**src/rtl/rans_mod_pkg.sv**
```systemverilog
// Shared types and defaults for the rANS modulo-unit scheduler.
// A 64-bit operand is carried as separate 32-bit high and low halves.
package rans_mod_pkg;

  localparam int DEFAULT_NREQ    = 4;
  localparam int DEFAULT_TIMEOUT = 255;

  typedef enum logic [1:0] {
    IDLE,
    ISSUE,
    WAIT,
    RESP
  } sched_state_t;

  typedef struct packed {
    logic [31:0] high;
    logic [31:0] low;
  } u64_split_t;

endpackage

```
**src/rtl/rans_rr_arbiter.sv**
```systemverilog
// Combinational round-robin arbiter: the first asserted request at or after
// ptr wins, wrapping around to index 0.
module rans_rr_arbiter #(
  parameter int NREQ = 4
) (
  input  logic [NREQ-1:0]         req,
  input  logic [$clog2(NREQ)-1:0] ptr,
  output logic [NREQ-1:0]         grant,
  output logic [$clog2(NREQ)-1:0] idx,
  output logic                    any
);

  localparam int IW = $clog2(NREQ);

  logic any_upper;

  always_comb begin
    // NOTE: every output gets a default first so no path leaves a value held, which would infer a latch.
    any_upper = 1'b0;
    idx       = '0;
    grant     = '0;
    any       = |req;

    // Scan downwards so the last hit is the lowest index in the upper window.
    for (int i = NREQ - 1; i >= 0; i--) begin
      if (req[i] && (i >= int'(ptr))) begin
        any_upper = 1'b1;
        idx       = IW'(i);
      end
    end

    if (!any_upper) begin
      for (int i = NREQ - 1; i >= 0; i--) begin
        if (req[i]) idx = IW'(i);
      end
    end

    for (int i = 0; i < NREQ; i++) begin
      grant[i] = any && (idx == IW'(i));
    end
  end

endmodule

```
**src/rtl/rans_mod_scheduler.sv**
```systemverilog
// Shares one iterative 64-bit modulo unit between NREQ requesters, answering
// zero divisors locally and bounding the wait for the unit with a watchdog.
module rans_mod_scheduler
  import rans_mod_pkg::*;
#(
  parameter int NREQ    = DEFAULT_NREQ,
  parameter int TIMEOUT = DEFAULT_TIMEOUT
) (
  input  logic               clock,
  input  logic               reset,
  input  logic [NREQ-1:0]    req_valid,
  output logic [NREQ-1:0]    req_ready,
  input  logic [NREQ*32-1:0] req_x_high,
  input  logic [NREQ*32-1:0] req_x_low,
  input  logic [NREQ*32-1:0] req_z_high,
  input  logic [NREQ*32-1:0] req_z_low,
  output logic [NREQ-1:0]    rsp_valid,
  input  logic [NREQ-1:0]    rsp_ready,
  output logic [31:0]        rsp_high,
  output logic [31:0]        rsp_low,
  output logic               rsp_error,
  output logic               mod_start,
  output logic [31:0]        mod_x_high,
  output logic [31:0]        mod_x_low,
  output logic [31:0]        mod_z_high,
  output logic [31:0]        mod_z_low,
  input  logic               mod_valid,
  input  logic [31:0]        mod_high,
  input  logic [31:0]        mod_low
);

  localparam int IW = $clog2(NREQ);
  localparam int CW = $clog2(TIMEOUT + 1);

  sched_state_t  state;
  logic [IW-1:0] ptr;
  logic [IW-1:0] gnt_idx;
  logic [NREQ-1:0] gnt_oh;
  u64_split_t    op_x;
  u64_split_t    op_z;
  u64_split_t    result;
  logic [CW-1:0] wd_cnt;
  logic [CW-1:0] wd_next;

  logic [NREQ-1:0] arb_grant;
  logic [IW-1:0]   arb_idx;
  logic            arb_any;
  u64_split_t      sel_x;
  u64_split_t      sel_z;

  rans_rr_arbiter #(.NREQ(NREQ)) u_arb (
    .req   (req_valid),
    .ptr   (ptr),
    .grant (arb_grant),
    .idx   (arb_idx),
    .any   (arb_any)
  );

  // One-hot operand mux keeps every part-select index constant.
  always_comb begin
    sel_x = '0;
    sel_z = '0;
    for (int i = 0; i < NREQ; i++) begin
      if (arb_grant[i]) begin
        sel_x = '{high: req_x_high[i*32 +: 32], low: req_x_low[i*32 +: 32]};
        sel_z = '{high: req_z_high[i*32 +: 32], low: req_z_low[i*32 +: 32]};
      end
    end
  end

  assign req_ready  = (state == IDLE && !reset) ? arb_grant : '0;
  assign wd_next    = wd_cnt + CW'(1);
  assign mod_x_high = op_x.high;
  assign mod_x_low  = op_x.low;
  assign mod_z_high = op_z.high;
  assign mod_z_low  = op_z.low;
  assign rsp_high   = result.high;
  assign rsp_low    = result.low;

  always_ff @(posedge clock) begin
    if (reset) begin
      state     <= IDLE;
      ptr       <= '0;
      gnt_idx   <= '0;
      gnt_oh    <= '0;
      op_x      <= '0;
      op_z      <= '0;
      result    <= '0;
      rsp_error <= 1'b0;
      rsp_valid <= '0;
      mod_start <= 1'b0;
      wd_cnt    <= '0;
    end else begin
      // NOTE: non-blocking assignments let this default be overridden later in the same block without races.
      mod_start <= 1'b0;
      case (state)
        IDLE: begin
          if (arb_any) begin
            gnt_idx <= arb_idx;
            gnt_oh  <= arb_grant;
            op_x    <= sel_x;
            op_z    <= sel_z;
            if (sel_z == '0) begin
              result    <= '0;
              rsp_error <= 1'b1;
              rsp_valid <= arb_grant;
              state     <= RESP;
            end else begin
              mod_start <= 1'b1;
              state     <= ISSUE;
            end
          end
        end
        ISSUE: begin
          wd_cnt <= '0;
          state  <= WAIT;
        end
        WAIT: begin
          // A result arriving on the last watchdog cycle still wins.
          if (mod_valid) begin
            result    <= '{high: mod_high, low: mod_low};
            rsp_error <= 1'b0;
            rsp_valid <= gnt_oh;
            state     <= RESP;
          end else if (wd_next == CW'(TIMEOUT)) begin
            result    <= '0;
            rsp_error <= 1'b1;
            rsp_valid <= gnt_oh;
            state     <= RESP;
          end else begin
            wd_cnt <= wd_next;
          end
        end
        RESP: begin
          if (|(rsp_valid & rsp_ready)) begin
            rsp_valid <= '0;
            ptr       <= (gnt_idx == IW'(NREQ - 1)) ? '0 : gnt_idx + IW'(1);
            state     <= IDLE;
          end
        end
        default: state <= IDLE;
      endcase
    end
  end

endmodule

```
**config.mk**
```make
export PLATFORM = sky130hd
export DESIGN_NAME = rans_mod_scheduler
export DESIGN_NICKNAME = d
export VERILOG_FILES = /design/src/rtl/rans_mod_pkg.sv /design/src/rtl/rans_rr_arbiter.sv /design/src/rtl/rans_mod_scheduler.sv
export SDC_FILE = /design/constraint.sdc
export NUM_CORES = 1
export LEC_CHECK = 0
export CAP_MARGIN = 20
export CORE_AREA = 4 4 307 309
export CTS_CLUSTER_DIAMETER = 50
export CTS_CLUSTER_SIZE = 25
export DETAILED_ROUTE_END_ITERATION = 7
export DIE_AREA = 0 0 311 313
export GPL_ROUTABILITY_DRIVEN = 0
export GPL_TIMING_DRIVEN = 0
export HOLD_SLACK_MARGIN = 0.03
export SLEW_MARGIN = 20
export SYNTH_ARGS = -nofsm -noshare
export SYNTH_HDL_FRONTEND = slang
export SYNTH_SLANG_ARGS = --single-unit
```
**constraint.sdc**
```tcl
create_clock -name clock -period 4.1 [get_ports clock]
set_input_delay 0.82 -clock clock [delete_from_list [all_inputs] [get_ports clock]]
set_output_delay 0.82 -clock clock [all_outputs]
set_load 0.01 [all_outputs]
```
* Yosys cells after proc, flatten, opt, wreduce, memory -nomap -nowiden
Cells that the tools add are included.
** Cells by class
- Add/sub/neg operators :: 2
- Order comparisons :: 3
- Equal/unequal tests :: 14
- Muxes and demuxes :: 49
- Bitwise operators :: 3
- Reductions and logical operators :: 24
** Operators by type and width (number)
- 2-to-1 mux 64 bit :: 12
- case mux 64 bit (2 select lines) :: 1
- logical NOT 64 bit :: 1
- 2-to-1 mux 2 bit :: 15
- 2-to-1 mux 4 bit :: 6
- 2-to-1 mux 8 bit :: 2
- case mux 8 bit (2 select lines) :: 1
- case mux 4 bit (3 select lines) :: 1
- equality test 2 bit (second input constant) :: 5
- 2-to-1 mux 1 bit :: 9
- adder 8 x 1 -> 8 bit (second input constant) :: 1
- equality test 8 bit (second input constant) :: 1
- logical AND 1 bit :: 8
- inequality test 2 bit (second input constant) :: 4
- case mux 2 bit (4 select lines) :: 1
- OR reduction 4 bit :: 2
- AND reduction 3 bit :: 2
- AND reduction 5 bit :: 1
- bitwise AND 4 bit :: 1
- equality test 2 x 1 -> 1 bit (second input constant) :: 2
- >= comparator 1 x 2 -> 1 bit (first input constant) :: 2
- logical NOT 2 bit :: 2
- AND reduction 2 bit :: 2
- AND reduction 4 bit :: 1
- other kinds (10) :: 12
** Storage, ports and cells
- Flip-flop bits (word level) :: 216
- Input port bits :: 587
- Logic and storage cells :: 109

* Logic depth before layout (Yosys ltp)
Gate-level depths: netlist (run 1).
- Word-level depth :: 20
- Gate-level depth with buffers :: 15
- Gate-level depth less buffers :: 10

* Cells and area by module
A second synthesis (run 1) with hierarchy kept.
** Unflattened totals
- Cell total of the unflattened synthesis :: 1933
- Area, all modules :: 13466.7 um^2
** Modules (own cells, without submodules)
- rans_mod_scheduler :: instances 1, cells each 1907, area an instance 13281.5 um^2, sequential area each 4324.1 um^2
- rans_rr_arbiter :: instances 1, cells each 26, area an instance 185.2 um^2, sequential area each 0.0 um^2

* Worst setup path before layout (run 1)
No wires, ideal clock.
- Path type :: input -> register
- From :: in req_valid[2]
- To :: reg result (netlist bit rsp_high[31])
- Setup time :: 0.116 ns
- Arrival :: 3.586 ns
- Slack :: 0.398 ns
- Stages on the path :: 14
- Path buffers :: 5
- Cells stage by stage :: buf_2 > nor2b_1 > or4_1 > buf_2 > buf_6 > nand3_1 > a32oi_1 > a2111oi_0 > nand4_1 > nor4_2 > nand4_1 > clkbuf_1 > buf_2 > a41o_1
** Between the ends
- Word-level cells in the longest chain between the ends :: 18
- Elaborated cells on any way between the ends :: 29
- Those cells by class :: eq/ne: 5; mux: 15; reduce/logical: 9
** RTL lines
- start: declaration :: line rans_mod_scheduler.sv:11 : input logic [NREQ-1:0] req_valid,
- logical AND 1 bit :: line rans_rr_arbiter.sv:26 : if (req[i] && (i >= int'(ptr))) begin
- 2-to-1 mux 2 bit (3 in a row) :: line rans_rr_arbiter.sv:26
- 2-to-1 mux 2 bit (4 in a row) :: line rans_rr_arbiter.sv:34 : if (req[i]) idx = IW'(i);
- 2-to-1 mux 2 bit :: line rans_rr_arbiter.sv:32 : if (!any_upper) begin
- logical NOT 2 bit :: line rans_rr_arbiter.sv:39 : grant[i] = any && (idx == IW'(i));
- logical AND 1 bit :: line rans_rr_arbiter.sv:39
- 2-to-1 mux 64 bit (4 in a row) :: line rans_mod_scheduler.sv:64 : if (arb_grant[i]) begin
- logical NOT 64 bit :: line rans_mod_scheduler.sv:103 : if (sel_z == '0) begin
- inequality test 2 x 1 -> 1 bit (no line)
- AND reduction 4 bit (no line) *
- end signal: assignment :: line rans_mod_scheduler.sv:121 : result <= '{high: mod_high, low: mod_low};
- end: declaration :: line rans_mod_scheduler.sv:41 : u64_split_t result;
Mark *: on every way between the ends. The rest lies on a longest branch, timed or not.
A chain may end at the register's enable or synchronous reset.

* Worst setup path in the final report (run 1)
- From :: in req_valid[2]
- To :: reg result (netlist bit rsp_low[16])
The elaborated chain is that of the path after synthesis.

==> results of run 1 <==
==> area by class of cell <==
type,instances,area [sq um]
Antenna cell,9,22.52
Buffer,167,858.3
Clock buffer,40,979.7
Clock inverter,31,330.3
Fill cell,9961,68800
Inverter,5,18.77
Multi-Input combinational cell,1019,6646
Sequential cell,216,4325
Tap cell,1186,1484
Timing Repair Buffer,794,7919
==> where the power goes <==
| group | internal [mW] | switching, mW |
|---|---|---|
| registers | 2.66 | 0.380 |
| clock network | 1.94 | 1.37 |
| logic | 2.25 | 3.01 |
==> timing repair <==
| action | CTS | global route |
|---|---|---|
| setup buffers | 6 | 2 |
| resized for setup | 109 | 55 |
| pin swaps | 9 | 9 |
| setup endpoints to repair | 160 | 71 |
==> critical path, cell delays in order <==
cell,delay [ps]
buf_2,160
nor2b_4,150
buf_4,140
or4_1,490
buf_2,180
buf_6,160
nand3_1,140
a32oi_4,120
a2111oi_4,490
nand4_1,260
nor4_4,200
buf_4,180
nand4_1,90
buf_4,160
clkbuf_8,170
buf_2,190
a41o_1,250
==> stage by stage <==
step	setup WS (ps)	util [%]	hold slack [ps]
floorplan	397.9	-	426.5
global placement	-2625	22.62	440.7
global route	-1.709	24.69	479.1
finish	153.2	24.71	456.4
detailed placement	-2633	22.64	449.3
CTS	10.56	24.51	461.1
==> final timing paths <==
kind,slack [ps],startpoint,to,depth (start not counted)
hold reg to reg,460,gnt_oh[0]$_SDFFE_PP0P_,gnt_oh[0]$_SDFFE_PP0P_,1
setup reg to reg,230,ptr[1]$_SDFFE_PP0P_,rsp_low[16]$_SDFFE_PP0P_,16
hold / removal,460,gnt_oh[0]$_SDFFE_PP0P_,gnt_oh[0]$_SDFFE_PP0P_,1
setup / recovery,150,req_valid[2],rsp_low[16]$_SDFFE_PP0P_,17
==> sequential cells by signal, summed over array words and instances (netlist names) <==
name	flops
rsp_high	32
mod_x_high	32
wd_cnt	8
state	2
gnt_oh	4
mod_start	1
mod_z_high	32
rsp_valid	4
mod_x_low	32
mod_z_low	32
ptr	2
gnt_idx	2
rsp_error	1
rsp_low	32
==> kinds of logic after synthesis <==
kind of cell	count (synthesis)	share of synthesized area (%)
AOI/OAI and AO/OA	605	38.10
and+or+nand+nor	402	16.41
DFF	216	38.18
buffers and inverters	176	6.142
adders and majority gates	7	0.7733
xor gates and xnor gates	4	0.3094
muxes	1	0.08838
==> cells in the final DEF, fill, tap and decap left out, drive strengths merged, types with 9 or more instances in the layout <==
| master | n |
|---|---|
| clkbuf | 169 |
| dfxtp | 216 |
| nand2 | 106 |
| a222oi | 64 |
| nor2 | 120 |
| nand4 | 14 |
| buf | 49 |
| o21ai | 70 |
| a21oi | 211 |
| and2 | 21 |
| nand3 | 66 |
| clkinv | 11 |
| nor3 | 38 |
| a41o | 64 |
| a2111oi | 16 |
| a2bb2oi | 32 |
| nor2b | 10 |
| inv | 16 |
| a211oi | 60 |
| a32oi | 30 |
| clkdlybuf4s50 | 781 |
| a221oi | 38 |
| diode | 9 |
==> layer usage <==
| layer | up-vias | wire length (microns) | global-route usage (%) |
|---|---|---|---|
| li1 | 7192 | - | - |
| met1 | 7699 | 35130 | 20.17 |
| met2 | 937 | 42870 | 29.31 |
| met3 | 167 | 7810 | 5.058 |
| met4 | 6 | 3193 | 6.353 |
| met5 | - | 41 | 0 |
==> run_results.csv, run 1 <==
group,metric,value,unit
status,outcome,"finished with violations",
status,violations,"design-rule violations",
power,power.density,514.4,nW/um^2
worst_setup_path,path_class,"in2reg",
logic_synthesis,synth_commonest_cells,"dfxtp_1 (216), a21oi_1 (211), clkbuf_1 (134)",
cells_and_area,final_layout_size_suffix_gt1_share,8.715,%
cells_and_area,syn_to_final_growth,99.40,%
drt,drc,2,
worst_setup_path,critPathMaxFanout,10,
sta,setup_violations,0,
clock_tree,cts_tree,"built",
power,peakVddDrop,0.0003649,V
logic_synthesis,avgSynthCellArea,8.027,sq um
drt,firstDrtPassIters,8,
sta,finalCriticalPeriod,3947,ps
logic_synthesis,yosys_most_used_dff,"dfxtp_1",
clock_tree,clk_pin_slew,50,ps
sta,slew_headroom,24.85,%
clock_tree,cts.htree.levels,2,
worst_hold_path,hold_path_class,"reg2reg",
cells_and_area,stdcell_area,22580,sq um
cells_and_area,final_nets,2836,
logic_synthesis,synth_cells,1411,
die,start_util,12.39,%
placed_design,dp.cells,3383,
cells_and_area,stdcell_count,3467,
drt,via_count,16000,
logic_synthesis,yosysWarningCount,0,
clock_tree,root_buffer,"clkbuf_16",
power,total_leakage_power,8.293,nW
die,die_y,313,microns
logic_synthesis,synth_area_leaders,"dfxtp_1 (38%), a21oi_1 (9.3%), a222oi_1 (5.7%), a41o_1 (5.7%), clkbuf_1 (4.4%)",
logic_synthesis,synth_largest_area_cell,"dfxtp_1",
sta,fin_setup_tns,0,ps
die,design.core.area,91390,sq um
clock_tree,clock_path_buffers,3,
logic_synthesis,ys_seq_area_share,38.18,%
grt,overflow,0,
worst_setup_path,crit_arrival,4370,ps
die,rows,111,
clock_tree,cts_sinks,216,
grt,grt_usage,17.08,%
sta,period_share,96.26,%
logic_synthesis,async_reset_ff_share,0,%
worst_setup_path,crit_required,4530,ps
job,maxCapViolations,0,
worst_setup_path,cp-start-kind,"input pin",
placed_design,dp.final_hpwl,72.60,mm
logic_synthesis,syn_area,11330,sq um
logic_synthesis,yosysTopAreaCellShare,38.18,%
clock_tree,holdBufCountCts,0,
die,die_x,311,microns
grt,antenna_found_initial,18,
die,die_area,97340,sq um
drt,ant_nets,0,
grt,grt_pass1_wl,120.6,mm
sta,fmax,0.2534,GHz
drt,avgViaCountPerCell,4.615,
power,totalPowerFinal,11.62,mW
grt,grt_pass1_vias,16150,
sta,hold_viol,0,
clock_tree,insertion_delay,570,ps
clock_tree,cts_buffers,39,
drt,totalWireLength,89.04,mm
logic_synthesis,synth-seq-cells,216,
logic_synthesis,synth.distinct_cells,49,
sta,worst_pin_slew,1127,ps
logic_synthesis,synth_nets,2005,
logic_synthesis,synth-edff-count,0,
worst_setup_path,crit_path_end_kind,"flop",
drt,drtIter0Drc,1408,
grt,grt_start_max_net_pins,14,
placed_design,placed_area,20690,sq um
drt,routedWlPerCell,25.68,microns
sta,report.final.slew_viol_count,0,
placed_design,numPortBuffers,785,
die,num_io_pins,789,
sta,fin_skew,27.70,ps
logic_synthesis,synthMostInstantiatedCell,"dfxtp_1",
Note: power is estimated with default switching activity, not from simulation.
==> run 2, diff against run 1 <==
CORE_AREA = 3 3 306 308   (was 4 4 307 309)
DIE_AREA = 0 0 309 311   (was 0 0 311 313)
==> run_results.csv, run 2 (synthesized netlist as in run 1, its figures left out) <==
group,metric,value,unit
placed_design,numPortBuffers,785,
worst_setup_path,ff2ff_path_depth,16,
worst_setup_path,cpPeakStageDelay,490,ps
cells_and_area,final_nets,2841,
cells_and_area,syn_to_final_growth,99.64,%
sta,fmax,0.2434,GHz
sta,worst_pin_slew,1122,ps
grt,antenna_found_initial,20,
sta,period_share,100.2,%
cells_and_area,final_common_cell,"clkdlybuf4s50_1",
grt,grt_pass1_wl,119.8,mm
grt,grt_usage,17.56,%
worst_setup_path,path_cells,"clkdlybuf4s15_1 -> nor2b_2 -> or4_1 -> clkbuf_1 -> clkbuf_2 -> nand3_1 -> a32oi_1 -> a2111oi_0 -> nand4_1 -> nor4_4 -> buf_6 -> nand4_1 -> buf_4 -> clkbuf_4 -> buf_2 -> a41o_1",
clock_tree,clk_pin_slew,50,ps
worst_hold_path,hold_path_class,"reg2reg",
die,die_x,309,microns
worst_setup_path,critical_path_buf_inv_count,7,
drt,drtIter0Drc,1463,
die,rows,111,
die,num_io_pins,789,
worst_setup_path,crit_required,4570,ps
drt,routedWlPerCell,25.97,microns
sta,report.final.slew_viol_count,0,
worst_setup_path,cp_num_cells,16,
drt,firstDrtPassIters,6,
cells_and_area,stdcell_count,3467,
power,power.density,518.6,nW/um^2
sta,setup_violations,4,
power,total_leakage_power,8.335,nW
drt,ant_nets,0,
power,peakVddDrop,0.0003007,V
sta,hold_viol,0,
worst_setup_path,cp-start-kind,"input pin",
worst_setup_path,path_class,"in2reg",
die,die_area,96100,sq um
drt,drc,0,
placed_design,dp.final_hpwl,73.06,mm
status,violations,"negative setup slack",
placed_design,dp.cells,3384,
drt,totalWireLength,90.05,mm
worst_setup_path,critPathMaxFanout,10,
cells_and_area,final_cell_mix,"clkdlybuf4s50_1 (781), dfxtp_1 (215), a21oi_1 (208)",
status,outcome,"finished with violations",
grt,overflow,0,
die,design.core.area,91390,sq um
clock_tree,insertion_delay,610,ps
sta,fin_skew,48.37,ps
worst_setup_path,crit_path_end_kind,"flop",
worst_hold_path,hold_depth,1,
clock_tree,cts.htree.levels,2,
die,die_y,311,microns
clock_tree,cts_tree,"built",
sta,finalCriticalPeriod,4109,ps
cells_and_area,final_layout_size_suffix_gt1_share,8.648,%
drt,avgViaCountPerCell,4.643,
sta,slew_headroom,25.21,%
worst_setup_path,cpMostUsedCell,"nand4_1",
grt,grt_pass1_vias,15920,
job,maxCapViolations,0,
worst_setup_path,crit_arrival,4580,ps
clock_tree,clock_path_buffers,3,
die,start_util,12.39,%
sta,fin_ws,-8.749,ps
clock_tree,root_buffer,"clkbuf_16",
worst_setup_path,cp_top_family,"simple AND/OR/NAND/NOR gates",
clock_tree,cts_sinks,216,
clock_tree,cts_buffers,40,
worst_setup_path,crit_slowest_cell,"or4_1",
grt,grt_start_max_net_pins,14,
sta,fin_setup_tns,-19.96,ps
drt,via_count,16100,
[run 2: changes by cell type in the layout (fill, tap and decap cells not counted), sizes merged]
cell	before	now
clkinv	11	17
diode	9	3
buf	49	53
inv	16	13
clkinvlp	7	5
clkbuf	169	170
[run 2: worst register-to-register path, cell delays in order, from the launching register on]
cell and delay, ps:
dfxtp_1 290, buf_2 190, inv_1 130, or4_1 520
buf_2 170, buf_2 220, nand3_1 130, a32oi_2 150
a2111oi_0 470, nand4_1 280, nor4_4 280, buf_6 170
nand4_1 80, buf_4 160, clkbuf_4 200, buf_2 210
a41o_1 240
[run 2: routing by layer]
metal	wire, microns	GRT usage (%)	vias up
met5	101	0	-
met1	35340	20.47	7742
li1	-	-	7201
met3	8593	5.615	173
met2	43040	30.47	967
met4	2974	5.250	14
[run 2: through the flow]
stage	power, mW	cell area, sq um	hold slack [ps]	utilization, %	setup slack [ps]
2_1_floorplan	5.134	11330	426.5	-	397.9
3_3_place_gp	8.261	20670	440.6	22.62	-2667
5_1_grt	12.36	22600	472.6	24.73	-13.82
4_1_cts	11.83	22440	457.8	24.55	2.936
3_5_place_dp	8.267	20700	444.5	22.65	-2407
6_report	11.73	22610	460.9	24.74	-8.749
[run 2: where the power goes]
group | total [mW] | switching, mW | internal, mW
clock | 3.41 | 1.42 | 1.98
sequential | 3.03 | 0.369 | 2.67
combinational | 5.29 | 3.03 | 2.25
[run 2: worst paths after layout]
kind,startpoint,endpoint,slack (ps)
min reg2reg,gnt_oh[0]$_SDFFE_PP0P_,gnt_oh[0]$_SDFFE_PP0P_,460
max,req_valid[0],rsp_low[1]$_SDFFE_PP0P_,-9
min,gnt_oh[0]$_SDFFE_PP0P_,gnt_oh[0]$_SDFFE_PP0P_,460
max reg2reg,ptr[1]$_SDFFE_PP0P_,rsp_low[1]$_SDFFE_PP0P_,120
[run 2: what timing repair did]
item | 4_1_cts | 5_1_grt
buffers inserted | 7 | 1
endpoints found under the setup margin | 156 | 72
pin swaps | 7 | 9
endpoints found under the hold margin | 0 | 0
resized for setup | 101 | 56
hold buffers | 0 | 0
[run 2: layout make-up]
class | count | area [sq um]
Buffer | 169 | 840.8
Antenna cell | 3 | 7.507
Inverter | 5 | 18.77
Tap cell | 1186 | 1484
Clock inverter | 32 | 362.8
Fill cell | 9999 | 68770
Clock buffer | 41 | 1005
Sequential cell | 216 | 4325
Timing Repair Buffer | 796 | 7936
Multi-Input combinational cell | 1019 | 6630
